`config.mk`:
```
export PLATFORM = sky130hd
export DESIGN_NAME = sa_job_sequencer_flat
export DESIGN_NICKNAME = d
export VERILOG_FILES = /design/src/rtl/sa_job_sequencer_if.sv /design/src/rtl/sa_job_sequencer.sv /design/src/flat_wrapper.sv
export SDC_FILE = /design/constraint.sdc
export NUM_CORES = 1
export LEC_CHECK = 0
export BUFFER_PORTS_ARGS = -buffer_cell sky130_fd_sc_hd__buf_2
export CAP_MARGIN = 40
export CORE_MARGIN = 2
export CORE_UTILIZATION = 57
export CTS_CLUSTER_DIAMETER = 40
export DETAILED_ROUTE_END_ITERATION = 12
export PLACE_DENSITY_LB_ADDON = 0.05
export SYNTH_ARGS = -nofsm -noshare
export SYNTH_HDL_FRONTEND = slang
export SYNTH_SLANG_ARGS = --single-unit
```
`constraint.sdc`:
```
create_clock -name clk -period 3.2 [get_ports clk]
set_clock_uncertainty 0.15 [all_clocks]
set_input_delay 0.32 -clock clk [delete_from_list [all_inputs] [get_ports clk]]
set_output_delay 0.32 -clock clk [all_outputs]
set_load 0.005 [all_outputs]
```
`src/rtl/sa_job_sequencer_if.sv`:
```
// Signal bundle linking the job sequencer to the host descriptor port, the
// systolic-array accelerator and the byte-wide result memory.
interface sa_job_sequencer_if;
  logic        job_valid;
  logic        job_ready;
  logic [9:0]  job_addr_a;
  logic [9:0]  job_addr_b;
  logic [9:0]  job_addr_c;
  logic        acc_clr;
  logic        acc_start;
  logic [9:0]  acc_addr_a;
  logic [9:0]  acc_addr_b;
  logic        acc_done;
  logic [5:0]  res_sel;
  logic [15:0] res_data;
  logic        mem_req;
  logic        mem_gnt;
  logic [9:0]  mem_addr;
  logic [7:0]  mem_wd;

  modport master (
    input  job_valid, job_addr_a, job_addr_b, job_addr_c,
    output job_ready,
    output acc_clr, acc_start, acc_addr_a, acc_addr_b,
    input  acc_done,
    output res_sel,
    input  res_data,
    output mem_req, mem_addr, mem_wd,
    input  mem_gnt
  );

  modport slave (
    output job_valid, job_addr_a, job_addr_b, job_addr_c,
    input  job_ready,
    input  acc_clr, acc_start, acc_addr_a, acc_addr_b,
    output acc_done,
    input  res_sel,
    output res_data,
    input  mem_req, mem_addr, mem_wd,
    output mem_gnt
  );
endinterface

```
`src/rtl/sa_job_sequencer.sv`:
```
// Job-level controller for the 8x8 systolic array: queues descriptors, clears and
// launches the array, watches for done with a watchdog, drains 64x16-bit results bytewise.
module sa_job_sequencer #(
  parameter int DEPTH      = 4,
  parameter int CLR_CYCLES = 2,
  parameter int TIMEOUT    = 255
) (
  input  logic                clk,
  input  logic                rst,
  sa_job_sequencer_if.master  bus,
  output logic                busy,
  output logic                job_done,
  output logic [7:0]          jobs_cnt,
  output logic                err_timeout
);
  localparam int PTR_W = $clog2(DEPTH);
  localparam int CLR_W = (CLR_CYCLES > 1) ? $clog2(CLR_CYCLES) : 1;
  localparam logic [PTR_W:0]   DEPTH_CNT = (PTR_W + 1)'(DEPTH);
  localparam logic [CLR_W-1:0] CLR_LAST  = CLR_W'(CLR_CYCLES - 1);
  localparam logic [7:0]       WD_LAST   = 8'(TIMEOUT - 1);

  typedef enum logic [2:0] {IDLE, CLEAR, RUN, DRAIN, FINISH} state_t;
  state_t state, state_nxt;

  logic [9:0]       q_a [DEPTH];
  logic [9:0]       q_b [DEPTH];
  logic [9:0]       q_c [DEPTH];
  logic [PTR_W-1:0] wr_ptr, rd_ptr;
  logic [PTR_W:0]   q_cnt;
  logic             full, empty, push, pop;

  logic [9:0]       job_a, job_b, job_c;
  logic [CLR_W-1:0] clr_cnt;
  logic [7:0]       wd_cnt;
  logic [5:0]       k;
  logic             p;
  logic             clr_last, wd_expire, drain_last;

  assign full       = (q_cnt == DEPTH_CNT);
  assign empty      = (q_cnt == '0);
  assign push       = bus.job_valid && !full;
  assign pop        = (state == IDLE) && !empty;
  assign clr_last   = (clr_cnt == CLR_LAST);
  assign wd_expire  = (wd_cnt == WD_LAST);
  assign drain_last = bus.mem_gnt && p && (k == 6'd63);

  // Descriptor storage needs no reset: occupancy is tracked by the pointers alone.
  always_ff @(posedge clk) begin
    if (push) begin
      q_a[wr_ptr] <= bus.job_addr_a;
      q_b[wr_ptr] <= bus.job_addr_b;
      q_c[wr_ptr] <= bus.job_addr_c;
    end
  end

  always_ff @(posedge clk) begin
    if (!rst) begin
      wr_ptr <= '0;
      rd_ptr <= '0;
      q_cnt  <= '0;
    end else begin
      if (push) wr_ptr <= wr_ptr + PTR_W'(1);
      if (pop)  rd_ptr <= rd_ptr + PTR_W'(1);
      case ({push, pop})
        2'b10:   q_cnt <= q_cnt + (PTR_W + 1)'(1);
        2'b01:   q_cnt <= q_cnt - (PTR_W + 1)'(1);
        default: q_cnt <= q_cnt;
      endcase
    end
  end

  always_ff @(posedge clk) begin
    if (!rst) state <= IDLE;
    else      state <= state_nxt;
  end

  // A done seen in the same cycle the watchdog expires still counts as success.
  always_comb begin
    state_nxt = state;
    case (state)
      IDLE:    if (!empty) state_nxt = CLEAR;
      CLEAR:   if (clr_last) state_nxt = RUN;
      RUN: begin
        if (bus.acc_done)   state_nxt = DRAIN;
        else if (wd_expire) state_nxt = IDLE;
      end
      DRAIN:   if (drain_last) state_nxt = FINISH;
      FINISH:  state_nxt = IDLE;
      default: state_nxt = IDLE;
    endcase
  end

  always_ff @(posedge clk) begin
    if (!rst) begin
      job_a       <= '0;
      job_b       <= '0;
      job_c       <= '0;
      clr_cnt     <= '0;
      wd_cnt      <= '0;
      k           <= '0;
      p           <= 1'b0;
      jobs_cnt    <= '0;
      err_timeout <= 1'b0;
    end else begin
      if (pop) begin
        job_a <= q_a[rd_ptr];
        job_b <= q_b[rd_ptr];
        job_c <= q_c[rd_ptr];
      end
      clr_cnt <= (state == CLEAR) ? clr_cnt + CLR_W'(1) : '0;
      wd_cnt  <= (state == RUN) ? wd_cnt + 8'd1 : 8'd0;
      if (state == RUN && !bus.acc_done && wd_expire) err_timeout <= 1'b1;
      // k wraps back to 0 on the final grant, leaving res_sel at 0 between jobs.
      if (state == DRAIN && bus.mem_gnt) begin
        p <= ~p;
        if (p) k <= k + 6'd1;
      end
      if (state == FINISH) jobs_cnt <= jobs_cnt + 8'd1;
    end
  end

  assign bus.job_ready  = !full;
  assign bus.acc_clr    = (state == CLEAR);
  assign bus.acc_start  = (state == RUN);
  assign bus.acc_addr_a = job_a;
  assign bus.acc_addr_b = job_b;
  assign bus.res_sel    = k;
  assign bus.mem_req    = (state == DRAIN);
  assign bus.mem_addr   = bus.mem_req ? job_c + {3'b000, k, p} : 10'd0;
  assign bus.mem_wd     = bus.mem_req ? (p ? bus.res_data[15:8] : bus.res_data[7:0]) : 8'd0;
  assign busy           = (state != IDLE);
  assign job_done       = (state == FINISH);
endmodule

```
`src/flat_wrapper.sv`:
```
// flat-port wrapper written by rule: the top's interface ports become plain ports
module sa_job_sequencer_flat 
#(
  parameter int DEPTH      = 4,
  parameter int CLR_CYCLES = 2,
  parameter int TIMEOUT    = 255
)
  (clk, rst, busy, job_done, jobs_cnt, err_timeout, bus_job_valid, bus_job_addr_a, bus_job_addr_b, bus_job_addr_c, bus_job_ready, bus_acc_clr, bus_acc_start, bus_acc_addr_a, bus_acc_addr_b, bus_acc_done, bus_res_sel, bus_res_data, bus_mem_req, bus_mem_addr, bus_mem_wd, bus_mem_gnt);
  sa_job_sequencer_if bus_i ();
  input  logic clk;
  input  logic rst;
  output logic busy;
  output logic job_done;
  output logic [7:0] jobs_cnt;
  output logic err_timeout;
  input wire logic [$bits(bus_i.job_valid)-1:0] bus_job_valid;
  input wire logic [$bits(bus_i.job_addr_a)-1:0] bus_job_addr_a;
  input wire logic [$bits(bus_i.job_addr_b)-1:0] bus_job_addr_b;
  input wire logic [$bits(bus_i.job_addr_c)-1:0] bus_job_addr_c;
  output wire logic [$bits(bus_i.job_ready)-1:0] bus_job_ready;
  output wire logic [$bits(bus_i.acc_clr)-1:0] bus_acc_clr;
  output wire logic [$bits(bus_i.acc_start)-1:0] bus_acc_start;
  output wire logic [$bits(bus_i.acc_addr_a)-1:0] bus_acc_addr_a;
  output wire logic [$bits(bus_i.acc_addr_b)-1:0] bus_acc_addr_b;
  input wire logic [$bits(bus_i.acc_done)-1:0] bus_acc_done;
  output wire logic [$bits(bus_i.res_sel)-1:0] bus_res_sel;
  input wire logic [$bits(bus_i.res_data)-1:0] bus_res_data;
  output wire logic [$bits(bus_i.mem_req)-1:0] bus_mem_req;
  output wire logic [$bits(bus_i.mem_addr)-1:0] bus_mem_addr;
  output wire logic [$bits(bus_i.mem_wd)-1:0] bus_mem_wd;
  input wire logic [$bits(bus_i.mem_gnt)-1:0] bus_mem_gnt;
  assign bus_i.job_valid = bus_job_valid;
  assign bus_i.job_addr_a = bus_job_addr_a;
  assign bus_i.job_addr_b = bus_job_addr_b;
  assign bus_i.job_addr_c = bus_job_addr_c;
  assign bus_job_ready = bus_i.job_ready;
  assign bus_acc_clr = bus_i.acc_clr;
  assign bus_acc_start = bus_i.acc_start;
  assign bus_acc_addr_a = bus_i.acc_addr_a;
  assign bus_acc_addr_b = bus_i.acc_addr_b;
  assign bus_i.acc_done = bus_acc_done;
  assign bus_res_sel = bus_i.res_sel;
  assign bus_i.res_data = bus_res_data;
  assign bus_mem_req = bus_i.mem_req;
  assign bus_mem_addr = bus_i.mem_addr;
  assign bus_mem_wd = bus_i.mem_wd;
  assign bus_i.mem_gnt = bus_mem_gnt;
  sa_job_sequencer #(.DEPTH(DEPTH), .CLR_CYCLES(CLR_CYCLES), .TIMEOUT(TIMEOUT)) u_core (.clk(clk), .rst(rst), .bus(bus_i), .busy(busy), .job_done(job_done), .jobs_cnt(jobs_cnt), .err_timeout(err_timeout));
endmodule
```
==> impl_metrics.toml <==
[outcome]
status = "completed"

[logic_synthesis]
synth_top_family_by_area = "simple AND/OR/NAND/NOR gates"
synth.area.top_cells = "edfxtp_1 (48%), dfxtp_1 (17%), mux4_2 (8.9%)"
synthTopCellsByCount = "edfxtp_1 (120), nand2_1 (74), dfxtp_1 (65)"
synth-simple-area-share = 0.1065
synth_edf_count = 120
synth_seq_cells = 185
yosys.cell_types.count = 42
synth_top_area_share = 0.4770
synth.net_count = 608
synthCells = 539
synthXorXnorAreaFrac = 0.03014
yosysMostFrequentCell = "edfxtp_1"
synthMuxAreaShare = 0.1014
yosysSeqAreaShare = 0.6492
ys.flop_type = "edfxtp_1"
yosys_warnings = 0
yosys.area_share.adder = 0.03180
yosysTopAreaCell = "edfxtp_1"
netlist_area_mm2 = 0.007555
async_flop_share = 0
synth_area_per_cell_um2 = 14.02
synth_compound_area_frac = 0.06045

[cts]
root_buffer = "clkbuf_16"
clkLatencyLatePin_ps = 430
path_clk_slew_ps = 60
clk_path_buf_depth = 2
htree_levels = 4
cts.sinks = 185
cts_buffers = 17
post_cts_buffers = 0
cts_tree = "yes"

[placed_design]
dpl_cell_area_mm2 = 0.008333
dp_cells = 812
dp.final_hpwl_um = 9053
globalplace.congestion = 0.8707
numPortBuffers = 109

[sta]
drv_slew = 0
period_share = 0.8674
max_slew.worst_pin.slew_ps = 796.0
rsz0062_at_grt = "no"
min_period_ps = 2776
hold_viol_final = 0
setup_viol = 0
hold_slack_ps = 93.38
fin_tns_setup_ps = 0
relSlewSlack = 0.4677
fmax_mhz = 360.3

[cells_and_area]
n_antenna_cell = 0
design_area_mm2 = 0.009218
syn_to_final_growth_pct = 22.01
stdcell_count = 874
layout-drive-gt1-share = 0.2650
finalNetCount = 754

[detailed_routing]
viasPerCell = 5.327
wl_um = 14330
wl_per_cell_um = 16.40
drt_first_pass_iters = 4
vias = 4656
final_antenna_net_count = 0
drc = 0
drtIter0Drc = 310

[die]
core_mm2 = 0.01309
die_x_um = 119.1
die_h_um = 119.1
std_cell_rows = 42
start_util = 0.5774
ios = 110
dieArea_mm2 = 0.01419

[setup_path]
start_kind = "flop"
cp_data_required_time_ps = 2730
r2r-start = "u_core.q_cnt[1]$_SDFFE_PN0P_"
critical_path_peak_fanout = 5
r2r_cells = 10
setup.worst_path.end_class = "primary output"
r2r_slack_ps = 780
crit_arrival_ps = 2310
r2r_end = "u_core.q_cnt[2]$_SDFFE_PN0P_"
worst-setup-path-type = "flop to primary output"

[job]
maxCapViolCount = 0

[global_routing]
grt_pass1_vias = 4778
gr-total-overflow = 0
use_met1 = 0.2821
grt_pass1_wl_um = 23690
antenna_found_initial = 0
grt_max_degree = 36
use_met3 = 0.05172
grt_use_met2 = 0.3578
globalRoute.busiestLayer = "met2"
grtUsageTotal = 0.2172

[power_and_ir_drop]
max-vdd-ir-drop_mv = 0.4505
leakage_nw = 3.485
power_density_mw_per_mm2 = 740.2

[min_path]
whs_path_depth = 3
hold_start = "bus_acc_done"
min_path_type = "input port to flop"
holdPathEnd = "u_core.state[1]$_SDFFE_PN0P_"
==> worst max-delay path by stage <==
stage / start / to / slack, ps / depth (start not counted)
floorplan: u_core.state[0]$_SDFFE_PN0P_ / u_core.q_cnt[2]$_SDFFE_PN0P_ / 710 / 11
global placement: u_core.p$_SDFFE_PN0P_ / bus_mem_addr[6] / 920 / 9
detailed placement: u_core.q_cnt[0]$_SDFFE_PN0P_ / u_core.q_cnt[2]$_SDFFE_PN0P_ / 810 / 10
CTS: u_core.bus.res_sel[0]$_SDFFE_PN0P_ / bus_mem_addr[8] / 390 / 8
global route: u_core.p$_SDFFE_PN0P_ / bus_mem_addr[6] / 220 / 9
finish: u_core.bus.res_sel[0]$_SDFFE_PN0P_ / bus_mem_addr[8] / 420 / 8
==> sequential cells by signal, summed over array words and instances (netlist names), 8 cells and up <==
| register | flops |
|---|---|
| u_core.q_a | 40 |
| u_core.q_b | 40 |
| u_core.q_c | 40 |
| u_core.bus.acc_addr_a | 10 |
| u_core.bus.acc_addr_b | 10 |
| u_core.job_c | 10 |
| u_core.jobs_cnt | 8 |
| u_core.wd_cnt | 8 |
==> critical path, cell delays in order, from the launching register on <==
cell and delay, ps:
dfxtp_1 410, inv_1 120, fa_1 450, nor2b_1 190, o31a_1 200, o311ai_1 130, xor2_1 160, nor2_1 90
buf_2 140
==> metal layers <==
metal | part of all wire | vias to the layer above
met5 | 0 | -
met4 | 0.016 | 0
met3 | 0.057 | 17
met2 | 0.49 | 123
met1 | 0.44 | 2257
li1 | - | 2259
==> placed cells by master, fill, tap and decap left out, types with 3 or more instances in the layout <==
cell	count
a211oi_1	3
nor2b_1	6
o21a_1	3
buf_4	9
nand2_1	74
clkbuf_16	17
nor3_1	8
nand4_1	4
mux2i_1	9
nand3_1	11
clkbuf_1	3
a21boi_0	27
dlygate4sd3_1	30
o21ai_0	11
buf_2	109
and3_1	6
xor2_1	13
xnor2_1	13
a21oi_1	6
edfxtp_1	120
a21boi_1	6
nor2_1	25
and2_1	19
clkinv_4	3
or3_1	3
inv_1	14
dfxtp_1	64
mux4_2	30
ha_1	16
==> logic make-up (layout without fill, tap and decap cells) <==
group,Yosys count,count (layout)
flops,185,185
simple gates,168,168
compound gates,65,65
mux,39,39
buf+inv,38,197
xor+xnor,26,26
fa+ha+maj,18,18
==> report_power, final <==
part	switching (W)	internal, W
sequential	0.000209	0.00294
combinational	0.000929	0.000710
clock	0.000842	0.00120
total	0.00198	0.00484
==> repair_timing <==
| item | CTS | global route |
|---|---|---|
| hold buffers | 30 | 0 |
| endpoints found under the hold margin | 120 | 0 |
| resized for setup | 0 | 0 |
==> per-stage QoR <==
| step | power [W] | setup slack [ps] | utilization |
|---|---|---|---|
| floorplan | 0.004256 | 711.1 | - |
| global placement | 0.004761 | 916.4 | 0.6338 |
| detailed placement | 0.004822 | 810.4 | 0.6368 |
| CTS | 0.006890 | 389.7 | 0.7044 |
| global route | 0.007196 | 216.2 | 0.7044 |
| finish | 0.006823 | 424.2 | 0.7044 |
==> layout make-up <==
cell class / count / area, um^2
sequential: 185 / 4906
fill: 929 / 3867
multi-input combinational: 316 / 2497
timing repair buffer: 150 / 953.4
clock buffer: 22 / 464.2
tap: 176 / 220.2
clock inverter: 10 / 120.1
inverter: 15 / 56.30
Power figures use the tool's default switching activity.
